===== src/rtl/leaderboard_sorter.sv =====
// rtl/leaderboard_sorter.sv - sorted best-first score leaderboard with one-entry-per-cycle insertion shift.
// Define LEADERBOARD_TAG_EN to add per-slot player tags (in_tag/rd_tag).
module leaderboard_sorter #(
    parameter int W             = 10,
    parameter int DEPTH         = 5,
    parameter int TAG_W         = 4,
    parameter int HIGHER_BETTER = 0
) (
    input  logic                         clk,
    input  logic                         reset,
    input  logic                         clear,
    input  logic                         in_valid,
    output logic                         in_ready,
    input  logic [W-1:0]                 in_score,
`ifdef LEADERBOARD_TAG_EN
    input  logic [TAG_W-1:0]             in_tag,
    output logic [TAG_W-1:0]             rd_tag,
`endif
    input  logic [$clog2(DEPTH)-1:0]     rd_idx,
    output logic [W-1:0]                 rd_score,
    output logic                         rd_occ,
    output logic [$clog2(DEPTH+1)-1:0]   count,
    output logic                         done,
    output logic [$clog2(DEPTH+1)-1:0]   rank
);

    localparam int IW = $clog2(DEPTH);
    localparam int CW = $clog2(DEPTH+1);

    if (DEPTH < 2 || DEPTH > 32 || TAG_W < 1 || W < 1) begin : g_bad_params
        $error("leaderboard_sorter: illegal parameter set");
    end

    typedef enum logic [1:0] {IDLE, SEARCH, SHIFT, WRITE} state_t;

    state_t          r_state;
    state_t          w_next;
    logic [W-1:0]    r_score [DEPTH];
    logic [DEPTH-1:0] r_occ;
    logic [W-1:0]    r_new_score;
`ifdef LEADERBOARD_TAG_EN
    logic [TAG_W-1:0] r_tag [DEPTH];
    logic [TAG_W-1:0] r_new_tag;
`endif
    logic [CW-1:0]   r_count;
    logic [CW-1:0]   r_p;
    logic [CW-1:0]   r_rank;
    logic [IW-1:0]   r_j;
    logic            r_done;
    logic [CW-1:0]   w_p;
    logic [CW-1:0]   w_jstart;
    logic            w_clear;
    logic            w_accept;
    logic            w_shift;
    logic            w_write;

    function automatic logic better_eq(input logic [W-1:0] a, input logic [W-1:0] b);
        return (HIGHER_BETTER != 0) ? (a >= b) : (a <= b);
    endfunction

    // Ties count as "ahead", so an equal newcomer lands after existing equals.
    always_comb begin
        w_p = '0;
        for (int i = 0; i < DEPTH; i++) begin
            if (r_occ[i] && better_eq(r_score[i], r_new_score)) begin
                w_p = w_p + CW'(1);
            end
        end
        w_jstart = (r_count > CW'(DEPTH-1)) ? CW'(DEPTH-1) : r_count;
    end

    always_ff @(posedge clk) begin
        if (reset) begin
            r_state <= IDLE;
        end else begin
            r_state <= w_next;
        end
    end

    always_comb begin
        w_next = r_state;
        case (r_state)
            IDLE:    if (!clear && in_valid && in_score != '0) w_next = SEARCH;
            SEARCH:  w_next = (w_p < CW'(DEPTH) && w_jstart > w_p) ? SHIFT : WRITE;
            SHIFT:   if (CW'(r_j) == r_p + CW'(1)) w_next = WRITE;
            WRITE:   w_next = IDLE;
            default: w_next = IDLE;
        endcase
    end

    always_comb begin
        in_ready = (r_state == IDLE) && !clear;
        w_clear  = (r_state == IDLE) && clear;
        w_accept = in_ready && in_valid && (in_score != '0);
        w_shift  = (r_state == SHIFT);
        w_write  = (r_state == WRITE) && (r_p < CW'(DEPTH));
    end

    always_ff @(posedge clk) begin
        if (reset) begin
            for (int i = 0; i < DEPTH; i++) begin
                r_score[i] <= '0;
`ifdef LEADERBOARD_TAG_EN
                r_tag[i]   <= '0;
`endif
            end
            r_occ       <= '0;
            r_new_score <= '0;
`ifdef LEADERBOARD_TAG_EN
            r_new_tag   <= '0;
`endif
            r_count     <= '0;
            r_p         <= '0;
            r_j         <= '0;
            r_rank      <= '0;
            r_done      <= 1'b0;
        end else begin
            r_done <= (r_state == WRITE);
            if (r_state == WRITE) r_rank <= r_p;

            if (w_clear) begin
                for (int i = 0; i < DEPTH; i++) begin
                    r_score[i] <= '0;
`ifdef LEADERBOARD_TAG_EN
                    r_tag[i]   <= '0;
`endif
                end
                r_occ   <= '0;
                r_count <= '0;
            end

            if (w_accept) begin
                r_new_score <= in_score;
`ifdef LEADERBOARD_TAG_EN
                r_new_tag   <= in_tag;
`endif
            end

            if (r_state == SEARCH) begin
                r_p <= w_p;
                r_j <= w_jstart[IW-1:0];
            end

            // Shifting from the tail toward p drops the last entry when the board is full.
            if (w_shift) begin
                r_score[r_j] <= r_score[r_j - IW'(1)];
                r_occ[r_j]   <= r_occ[r_j - IW'(1)];
`ifdef LEADERBOARD_TAG_EN
                r_tag[r_j]   <= r_tag[r_j - IW'(1)];
`endif
                r_j <= r_j - IW'(1);
            end

            if (w_write) begin
                r_score[r_p[IW-1:0]] <= r_new_score;
                r_occ[r_p[IW-1:0]]   <= 1'b1;
`ifdef LEADERBOARD_TAG_EN
                r_tag[r_p[IW-1:0]]   <= r_new_tag;
`endif
                r_count <= (r_count == CW'(DEPTH)) ? r_count : r_count + CW'(1);
            end
        end
    end

    always_comb begin
        rd_score = '0;
        rd_occ   = 1'b0;
`ifdef LEADERBOARD_TAG_EN
        rd_tag   = '0;
`endif
        if (int'(rd_idx) < DEPTH && r_occ[rd_idx]) begin
            rd_score = r_score[rd_idx];
            rd_occ   = 1'b1;
`ifdef LEADERBOARD_TAG_EN
            rd_tag   = r_tag[rd_idx];
`endif
        end
    end

    assign count = r_count;
    assign done  = r_done;
    assign rank  = r_rank;

endmodule


===== config.mk =====
export PLATFORM = sky130hd
export DESIGN_NAME = leaderboard_sorter
export DESIGN_NICKNAME = d
export VERILOG_FILES = /design/src/rtl/leaderboard_sorter.sv
export SDC_FILE = /design/constraint.sdc
export NUM_CORES = 1
export LEC_CHECK = 0
export ABC_AREA = 1
export BUFFER_PORTS_ARGS = -buffer_cell sky130_fd_sc_hd__buf_2
export CAP_MARGIN = 0
export CORE_AREA = 2 2 112 136
export CTS_CLUSTER_SIZE = 12
export DETAILED_ROUTE_END_ITERATION = 16
export DIE_AREA = 0 0 114 138
export PLACE_DENSITY = 0.73
export SLEW_MARGIN = 20
export SYNTH_ARGS = -nofsm -noshare
export SYNTH_HDL_FRONTEND = slang
export SYNTH_SLANG_ARGS = --single-unit

===== constraint.sdc =====
create_clock -name clk -period 7.1 [get_ports clk]
set_clock_uncertainty 0.1 [all_clocks]
set_input_delay 0.71 -clock clk [delete_from_list [all_inputs] [get_ports clk]]
set_output_delay 0.71 -clock clk [all_outputs]
set_load 0.01 [all_outputs]

==> key figures, run 1 <==
Worst setup path
  • Internal reg-to-reg setup slack: 2.74 ns
  • CP arrival: 4.55 ns
  • Crit-path max FO: 7
  • Required time of the critical path: 7.29 ns
  • Critical Path Start Type: register
  • Crit Path Class: register to register
  • Critical path endpoint category: register
  • Reg2Reg Depth: 25
  • Crit Reg-Reg Endpoint: r_state[0]
  • Reg2reg start: r_new_score[7]

GRT
  • Total GRT Usage: 0.270
  • Antenna violations before repair: 0
  • First-pass GRT wire length: 33.0 mm
  • Vias in the first global route: 6413
  • Overflow after GRT: 0
  • Largest net degree at the start of global routing: 90

Placed design
  • IO Port Bufs: 35
  • Final GP Congestion: 0.916
  • Placed Cells: 1176
  • DP Wirelength: 15.2 mm

Yosys
  • Synth Cell Area: 0.00779 mm2
  • Avg Inst Size Synth: 7.81 um2
  • Syn_nets: 1081
  • Post-synthesis sequential area ratio: 0.386
  • EDFF count, synth: 80
  • Dominant synthesized flop cell: edfxtp_1
  • Yosys Warn Count: 0
  • Seq cells post-synth: 110
  • Synth unique cells: 44
  • Post-Syn Instances: 997
  • Async set-reset flop share out of synthesis: 0

Route
  • Drt first pass iters: 9
  • Vias per cell: 5.64
  • Routed vias: 6727
  • WL final: 20.9 mm
  • Initial DRC Count: 531
  • WL/cell: 17.5 um
  • Post-route ant nets: 0
  • Residual DRC count: 0

Clock network
  • Cts hold-fix bufs: 0
  • Quantity of gates resized following cts: 0
  • Bufs on Longest Clock Path: 2
  • Worst-Skew Late Latency: 0.36 ns
  • CTS tree: done
  • Cts bufs inserted: 9
  • CTS clk-pin slew, worst paths: 0.08 ns
  • Number of H-tree levels: 3
  • Post-CTS setup buffer count: 0
  • CTS root buffer: clkbuf_16
  • Clk sink count: 110

Finish
  • N_diodes: 0
  • Layout cells sized above 1: 0.110
  • Most frequent cells in the layout: nand2_1, inv_1, a21oi_1, o21ai_0, edfxtp_1
  • Most common cell after layout, fill and taps aside: nand2_1
  • Layout Area Growth over Synthesis: 7.53%
  • Final Non-Filler Cells: 1192
  • Final net count: 1093

Timing
  • Final Max Tran Viols: 0
  • Max Fclk: 229 MHz
  • Final Cycle Share: 0.614
  • Min Clock Period, post-route: 4.36 ns
  • Unrepaired setup endpoints after global routing: false
  • Tightest Pin Transition: 1.04 ns
  • Final TNS setup: 0 ns
  • Slew headroom: 0.306
  • Final Hold Vio Count: 0
  • Final setup viols: 0
  • WHS: 0.368 ns

Outcome
  • Outcome: completed

Die
  • Core Footprint: 0.0146 mm2
  • Die height: 138 um
  • Starting density of the core: 0.534
  • Site Rows: 49
  • Die area: 0.0157 mm2
  • Ports: 36
  • Die W: 114 um

Worst hold path
  • Worst hold endpoint: rank[2]
  • Hold Crit Class: register to register
  • Cell depth of the worst hold path: 2
  • Hold_sp: rank[2]

Power
  • Cell Pwr Density: 349 mW/mm2
  • Worst VDD drop: 183 uV
  • Static leakage: 3.91 nW

Flow run
  • Max-cap violations: 0
## metal layers
layer | vias up | track usage | routed length [um]
met5 | - | 0 | 0
met4 | 0 | 0.150 | 1120
met3 | 62 | 0.0316 | 968
met2 | 229 | 0.471 | 10500
met1 | 3066 | 0.319 | 8270
li1 | 3370 | - | -
## state kept, by name, indices dropped and copies added (netlist names)
register,count
r_p,3
r_score,80
r_state,2
r_new_score,10
done,1
count,3
r_occ,5
rank,3
r_j,3
## cell usage after synthesis, types with 3 or more instances
cell / number / area, um2
nand2_1: 188 / 706
inv_1: 157 / 589
a21oi_1: 100 / 500
o21ai_0: 93 / 465
edfxtp_1: 80 / 2400
ha_1: 67 / 838
nor2_1: 65 / 244
nand3_1: 61 / 305
dfxtp_1: 30 / 601
clkbuf_1: 28 / 105
o211ai_1: 23 / 173
nand4_1: 12 / 75.1
a31oi_1: 10 / 62.6
nand2_2: 10 / 62.6
o21ai_4: 10 / 163
buf_2: 9 / 45.0
inv_2: 7 / 26.3
nor2_4: 5 / 56.3
nor3_1: 4 / 20.0
nor2_2: 3 / 18.8
nor2_8: 3 / 60.1
or2_2: 3 / 18.8
## worst max-delay path by stage
| stage | slack (ns) | from | cells after the start | to |
|---|---|---|---|---|
| final | 2.74 | r_new_score[7] | 25 | r_state[0] |
| after global routing | 2.44 | r_new_score[8] | 27 | r_state[0] |
| after CTS | 2.79 | r_new_score[9] | 27 | r_state[0] |
| after detailed placement | 2.81 | r_new_score[9] | 27 | r_state[0] |
| after global placement | 2.97 | r_new_score[9] | 27 | r_state[0] |
| after floorplan | 3.24 | r_new_score[9] | 27 | r_state[0] |
## layout make-up
cell class              instances  area, um2
inverters                     166        628
fillers                      1339       6220
flip-flops and latches        110       3000
multi-input cells             678       3950
well taps                     178        223
repair buffers                 44        243
clock buffers                   9        225
clock inverters                 7        100
## kinds of logic after synthesis
logic type,count (synthesis),share of synthesized area
simple gates,360,0.207
compound gates,249,0.190
buf+inv,209,0.108
flops,110,0.386
fa+ha+maj,67,0.108
xor+xnor,2,0.00225
## metrics by stage
| step | total power, mW | setup slack [ns] | util | instance area [um2] |
|---|---|---|---|---|
| 3_3_place_gp | 2.34 | 2.97 | 0.551 | 8040 |
| 3_5_place_dp | 2.37 | 2.81 | 0.551 | 8040 |
| 5_1_grt | 3.12 | 2.44 | 0.574 | 8380 |
| 2_1_floorplan | 1.97 | 3.24 | - | 7790 |
| 4_1_cts | 2.92 | 2.79 | 0.574 | 8370 |
| 6_report | 2.92 | 2.74 | 0.574 | 8380 |
## power by group
| group | leakage, nW | internal, mW | switching, mW |
|---|---|---|---|
| logic | 2.69 | 0.435 | 0.964 |
| registers | 1.05 | 0.873 | 0.101 |
| clock network | 0.158 | 0.286 | 0.264 |
## worst max-delay path: stages, from the launching register on
cell and delay [ns]:
dfxtp_1 0.31, inv_1 0.17, ha_1 0.36, nand4_1 0.13, nor3_1 0.30, o21ai_0 0.14, o2111ai_1 0.10, a21oi_1 0.12
ha_1 0.36, inv_1 0.07, nand3_1 0.14, nand2_2 0.08, ha_1 0.28, nand2_1 0.09, nand2_1 0.06, ha_1 0.25
or2_2 0.30, nand2_2 0.09, ha_1 0.24, nand2_1 0.07, nor2_1 0.04, a211oi_1 0.19, a31oi_1 0.06, nand2_1 0.07
nand2_1 0.06, a21oi_2 0.10
Power figures use the tool's default switching activity.
==> run 2, diff against run 1 <==
Settings changed: PLACE_DENSITY 0.73 to 0.76.
Clock period 7.1 ns to 3.8 ns, I/O delays scaled along.
==> run 2 against run 1 <==
The run now ends with setup timing left. First-iteration DRC count increased by 20%. Cell count increased by 5.3%. Worst setup slack got worse by 2.9 ns. Non-clock buffer count increased by 63. Sequential power increased by 85%. Sequential share of layout area decreased by 2.6 points. Routed wire length increased by 6.2%. Core utilization increased by 4.5 points. Maximum frequency increased by 10%. Worst hold slack got worse by 0.18 ns. Combinational power increased by 110%.
==> key figures, run 2 (synthesis results as in run 1) <==
Worst setup path
  • Crit Reg-Reg Endpoint: r_state[0]
  • Crit path to: r_state[0]
  • CP arrival: 4.14 ns (-0.41 ns)
  • Crit Path Class: register to register
  • Buffers & Inverters on Critical Path: 6 (+4)
  • Internal reg-to-reg setup slack: -0.15 ns (-2.89 ns)
  • Crit path top cell by count: ha_4
  • Critical path endpoint category: register
  • Critical path depth: 29 (+16%)
  • Required time of the critical path: 4.00 ns (-3.29 ns)
  • Critical path launch point: r_score[1][9]
  • Reg2reg start: r_score[1][9]
  • Critical Path Start Type: register
  • Slowest-stage cell, CP: edfxtp_1
  • Delay-heaviest family, CP: adder cells
  • Critical path's largest stage delay: 0.44 ns (+0.08 ns)
  • Crit-path max FO: 3 (-4)
  • Reg2Reg Depth: 29 (+16%)

Clock network
  • Worst-Skew Late Latency: 0.36 ns (about the same)
  • Cts hold-fix bufs: 0 (unchanged)
  • Bufs on Longest Clock Path: 2 (unchanged)
  • Cts bufs inserted: 9 (unchanged)
  • Number of H-tree levels: 3 (unchanged)
  • CTS tree: done
  • CTS clk-pin slew, worst paths: 0.08 ns (about the same)
  • Clk sink count: 110 (unchanged)
  • CTS root buffer: clkbuf_16

Placed design
  • Placement Setup Slack: -0.321 ns (-3.13 ns)
  • DP Wirelength: 15.4 mm (+1.7%)
  • Placed Cells: 1223 (+4.0%)
  • Final GP Congestion: 0.930 (+1.5%)
  • IO Port Bufs: 35 (unchanged)
  • Placed cell areas: 0.00840 mm2 (+4.4%)

Finish
  • Final net count: 1156 (+5.8%)
  • Layout Area Growth over Synthesis: 15.9%
  • Final instance area: 0.00902 mm2 (+7.8%)
  • Largest register FFs: 80 (unchanged)
  • Top flop regs: r_score x80, r_new_score x10, r_occ x5
  • Layout cells sized above 1: 0.193 (+0.0827)
  • N_diodes: 0 (unchanged)
  • Biggest register: r_score
  • Final Non-Filler Cells: 1255 (+5.3%)
  • FF/Latch Area: 0.00300 mm2 (unchanged)
  • Final Util: 0.619 (+0.0445)
  • Most frequent cells in the layout: nand2_1, inv_1, a21oi_1, o21ai_0, edfxtp_1
  • Area of the multi-input gates: 0.00417 mm2 (+5.6%)
  • Fill cell count: 1233 (-7.9%)
  • Most common cell after layout, fill and taps aside: nand2_1

GRT
  • M1 GR Usage: 0.319 (+0.000542)
  • Vias in the first global route: 7052 (+10%)
  • Overflow after GRT: 0 (unchanged)
  • First-pass GRT wire length: 34.3 mm (+4.0%)
  • Largest net degree at the start of global routing: 90 (unchanged)
  • Global routing's busiest layer: met2
  • Total GRT Usage: 0.278 (+0.00815)
  • Antenna violations before repair: 0 (unchanged)
  • GRT met3 Usage: 0.0320 (+0.000438)
  • Met2 Resource Use GR: 0.492 (+0.0210)

Power
  • Tot Pwr: 5.68 mW (+94%)
  • Worst VDD drop: 327 uV (+79%)
  • Cell Pwr Density: 629 mW/mm2 (+80%)
  • Static leakage: 4.20 nW (+7.6%)

Timing
  • Unrepaired setup endpoints after global routing: true
  • Min Clock Period, post-route: 3.95 ns (-0.413 ns)
  • WHS: 0.186 ns (-0.182 ns)
  • Final Cycle Share: 1.04 (+0.424)
  • Final Hold Vio Count: 0 (unchanged)
  • Slew headroom: 0.268 (-0.0386)
  • Worst setup margin: -0.146 ns (-2.89 ns)
  • Tightest Pin Transition: 1.10 ns (+0.0617 ns)
  • Final TNS setup: -0.146 ns (-0.146 ns)
  • Final Max Tran Viols: 0 (unchanged)
  • Final setup viols: 1 (+1)
  • Max Fclk: 253 MHz (+10%)

Route
  • WL/cell: 17.7 um (+0.84%)
  • Drt first pass iters: 6 (-3)
  • Residual DRC count: 0 (unchanged)
  • Vias per cell: 5.68 (+0.66%)
  • Initial DRC Count: 637 (+20%)
  • Post-route ant nets: 0 (unchanged)
  • Routed vias: 7129 (+6.0%)
  • WL final: 22.2 mm (+6.2%)

Die
  • Ports: 36 (unchanged)
  • Core Footprint: 0.0146 mm2 (unchanged)
  • Die area: 0.0157 mm2 (unchanged)
  • Die height: 138 um (unchanged)
  • Die W: 114 um (unchanged)
  • Starting density of the core: 0.534 (unchanged)
  • Site Rows: 49 (unchanged)

Worst hold path
  • Cell depth of the worst hold path: 3 (+1)
  • Hold Crit Class: input pin to register

Flow run
  • Max-cap violations: 0 (unchanged)

Outcome
  • Outcome: complete, but fails checks
  • Failing checks: setup timing
==> run 2: metal layers <==
layer	up-vias	part of all wire	routed length (um)
met5	-	0	0
met4	0	0.048	1060
met3	73	0.060	1330
met2	292	0.52	11400
met1	3284	0.38	8350
li1	3480	-	-
==> run 2: how the worst min path moves through the flow <==
| stage | start | end | slack [ns] |
|---|---|---|---|
| after global placement | rank[2] | rank[2] | 0.35 |
| final | in_score[0] | r_new_score[0] | 0.19 |
| after CTS | in_score[0] | r_new_score[0] | 0.17 |
| after detailed placement | rank[2] | rank[2] | 0.37 |
| after global routing | in_score[0] | r_new_score[0] | 0.20 |
| after floorplan | reset | done | 0.35 |
==> run 2: final cells by class <==
cell class | instances | area share
Timing Repair Buffer | 107 | 0.0797
Clock buffer | 10 | 0.0254
Multi-Input combinational cell | 678 | 0.462
Clock inverter | 6 | 0.00527
Sequential cell | 110 | 0.333
Tap cell | 178 | 0.0247
Inverter | 166 | 0.0696
==> run 2: where the power goes <==
group,switching (mW),internal (mW),leakage (nW),total (mW)
Combinational,1.94,1.02,3.03,2.96
Clock,0.463,0.450,0.121,0.913
Sequential,0.173,1.63,1.05,1.80
Total,2.58,3.10,4.20,5.68
==> run 2: timing repair <==
item	CTS	global route
endpoints found under the setup margin	1	1
gates resized for setup	20	28
endpoints found under the hold margin	0	0
pin swaps	19	20
buffers inserted	12	6
gates cloned	0	0
==> run 2: worst min-delay path: stages <==
cell and delay (ns):
buf_2 0.09, nor2_1 0.04, nor2_1 0.10
==> run 3, diff against run 2 <==
Settings changed: SETUP_SLACK_MARGIN from default to 0.15.
==> run 3 against run 2 <==
The run still ends with setup timing left. Global-route usage shrank 1.4 points. Register-to-register slack gained 0.03 ns. Flip-flop and latch count is the same. Cell count shrank 1.9%. First-iteration DRC count shrank 23%. Combinational power shrank 5%. Sequential power is essentially flat. Non-clock buffer count shrank 24. Core utilization shrank 1.5 points. Sequential share of layout area grew 0.83 points. Count of clock-buffer cells in the layout is the same. Critical endpoint unchanged.
==> key figures, run 3 (synthesis results as in run 1) <==
Die
  • Starting density of the core: 0.534 (unchanged)
  • Die W: 114 um (unchanged)
  • Ports: 36 (unchanged)
  • Die area: 0.0157 mm2 (unchanged)
  • Die height: 138 um (unchanged)
  • Site Rows: 49 (unchanged)
  • Core Footprint: 0.0146 mm2 (unchanged)

Placed design
  • Placed cell areas: 0.00832 mm2 (-0.95%)
  • IO Port Bufs: 35 (unchanged)
  • Final GP Congestion: 0.921 (-1.0%)
  • Placement Setup Slack: -0.227 ns (+0.0940 ns)
  • DP Wirelength: 15.0 mm (-2.7%)

Timing
  • Final setup viols: 1 (unchanged)
  • Final Hold Vio Count: 0 (unchanged)
  • Unrepaired setup endpoints after global routing: true
  • Final Cycle Share: 1.03 (-0.00892)
  • Slew headroom: 0.432 (+0.164)
  • Worst setup margin: -0.112 ns (+0.0339 ns)
  • Final TNS setup: -0.112 ns (+0.0339 ns)
  • Min Clock Period, post-route: 3.91 ns (-0.0339 ns)
  • Final Max Tran Viols: 0 (unchanged)
  • Max Fclk: 256 MHz (+0.87%)
  • Tightest Pin Transition: 0.852 ns (-0.246 ns)

GRT
  • Overflow after GRT: 0 (unchanged)
  • First-pass GRT wire length: 32.7 mm (-4.6%)
  • Antenna violations before repair: 0 (unchanged)
  • Vias in the first global route: 6756 (-4.2%)
  • Total GRT Usage: 0.264 (-0.0142)
  • Largest net degree at the start of global routing: 90 (unchanged)

Worst setup path
  • Critical path's largest stage delay: 0.43 ns (about the same)
  • CP arrival: 4.06 ns (-0.08 ns)
  • Crit Reg-Reg Endpoint: r_state[0]
  • Required time of the critical path: 3.95 ns (-0.05 ns)
  • Slowest-stage cell, CP: edfxtp_1
  • Internal reg-to-reg setup slack: -0.11 ns (+0.03 ns)
  • Crit path top cell by count: nand2_1
  • Crit-path max FO: 4 (+1)
  • Reg2Reg Depth: 29 (unchanged)
  • Critical path endpoint category: register
  • Critical Path Start Type: register
  • Reg2reg start: r_score[1][9]
  • Crit Path Class: register to register

Clock network
  • Worst-Skew Late Latency: 0.36 ns (about the same)
  • Cts hold-fix bufs: 0 (unchanged)
  • Number of H-tree levels: 3 (unchanged)
  • Clk sink count: 110 (unchanged)
  • CTS root buffer: clkbuf_16
  • Cts bufs inserted: 9 (unchanged)
  • CTS tree: done
  • Bufs on Longest Clock Path: 2 (unchanged)
  • CTS clk-pin slew, worst paths: 0.07 ns (about the same)

Power
  • Sequential power share: 0.327 (+0.009)
  • Clock power frac: 0.165 (+0.004)
  • Logic pwr share: 0.508 (-0.014)
  • Net switching power: 2.49 mW (-3.5%)
  • Switch share: 0.450 (-0.00359)
  • Static leakage: 4.08 nW (-3.0%)
  • Cell Pwr Density: 627 mW/mm2 (-0.36%)
  • Int Pwr: 3.04 mW (-2.1%)
  • Worst VDD drop: 386 uV (+18%)

Route
  • Drt first pass iters: 7 (+1)
  • Residual DRC count: 0 (unchanged)
  • Met1 Routed Length: 7.98 mm (-4.4%)
  • Met2 wire length: 10.5 mm (-7.9%)
  • DR top layer: met4
  • Met3 WL: 1.02 mm (-23%)
  • Post-route ant nets: 0 (unchanged)
  • WL final: 20.6 mm (-6.8%)
  • Initial DRC Count: 492 (-23%)
  • Routed vias: 7011 (-1.7%)
  • WL/cell: 16.8 um (-5.0%)
  • Vias per cell: 5.70 (+0.26%)

Finish
  • Biggest register: r_score
  • Largest register FFs: 80 (unchanged)
  • Most common cell after layout, fill and taps aside: nand2_1
  • N_diodes: 0 (unchanged)
  • Layout Area Growth over Synthesis: 13.1%
  • Final net count: 1132 (-2.1%)
  • Layout cells sized above 1: 0.173 (-0.0203)
  • Final instance area: 0.00881 mm2 (-2.4%)
  • Most frequent cells in the layout: nand2_1, inv_1, a21oi_1, o21ai_0, edfxtp_1
  • Top flop regs: r_score x80, r_new_score x10, r_occ x5

Worst hold path
  • Hold Crit Class: input pin to register
  • Hold_sp: in_score[0]
  • Worst hold endpoint: r_new_score[0]
  • Cell depth of the worst hold path: 3 (unchanged)

Outcome
  • Failing checks: setup timing
  • Outcome: complete, but fails checks

Flow run
  • Max-cap violations: 0 (unchanged)
==> run 3: cell types whose count changed in the layout (fill, tap and decap cells not counted), moves of 2 or more <==
| cell | before | now |
|---|---|---|
| buf_4 | 71 | 48 |
| nand2_1 | 182 | 185 |
| nand2_4 | 5 | 2 |
| a21oi_1 | 98 | 96 |
| a21oi_2 | 3 | 5 |
| clkinvlp_4 | 4 | 2 |
| nand3_1 | 55 | 57 |
| nor2_2 | 3 | 5 |
| nor2_4 | 7 | 5 |
==> run 3: how the worst max path moves through the flow <==
stage / start / slack (ns) / cells after the start / end
floorplan: r_score[1][9] / 0.16 / 26 / r_state[0]
global placement: r_score[1][9] / 0.02 / 29 / r_state[0]
detailed placement: r_score[0][8] / -0.23 / 27 / r_state[0]
CTS: r_score[0][6] / -0.07 / 28 / r_state[0]
global route: r_new_score[5] / -0.37 / 29 / r_state[0]
finish: r_score[1][9] / -0.11 / 29 / r_state[0]
==> run 3: timing repair <==
item,in CTS,in global routing
setup buffers,7,1
pin swaps,11,13
resized for setup,7,21
setup endpoints to repair,1,3
==> run 3: layout make-up <==
type / count / area (um2)
inverters: 166 / 628
repair buffers: 83 / 536
flip-flops and latches: 110 / 3000
multi-input cells: 678 / 4140
fillers: 1314 / 5790
clock inverters: 6 / 46.3
well taps: 178 / 223
clock buffers: 10 / 229
==> run 3: critical path, delay by kind of cell (launching register included) <==
family | cells | cell delay, ns
DFF | 1 | 0.43
AOI/OAI and AO/OA | 4 | 0.50
and+or+nand+nor | 15 | 1.28
buffers and inverters | 5 | 0.28
adders and majority gates | 5 | 1.20
==> run 3: through the flow <==
stage               utilization  total power [mW]  std cells  hold slack (ns)
finish                    0.603              5.52       1231            0.194
global route              0.603              5.90       1231            0.215
CTS                       0.595              5.39       1230            0.198
detailed placement        0.570              4.48       1207            0.361
global placement          0.570              4.41       1207            0.359
floorplan                     -              3.69        997            0.353
==> run 3: power by group through the flow <==
stage               sequential, mW  combinational, mW  clock (mW)
floorplan                     1.76               1.93           0
global placement              1.81               2.60           0
detailed placement            1.82               2.66           0
CTS                           1.79               2.69       0.910
global route                  1.82               3.12       0.954
finish                        1.81               2.81       0.909
==> run 3: routing by layer <==
metal | up-vias | GRT usage
met5 | - | 0
met4 | 0 | 0.145
met3 | 85 | 0.0338
met2 | 245 | 0.466
met1 | 3244 | 0.305
li1 | 3437 | -
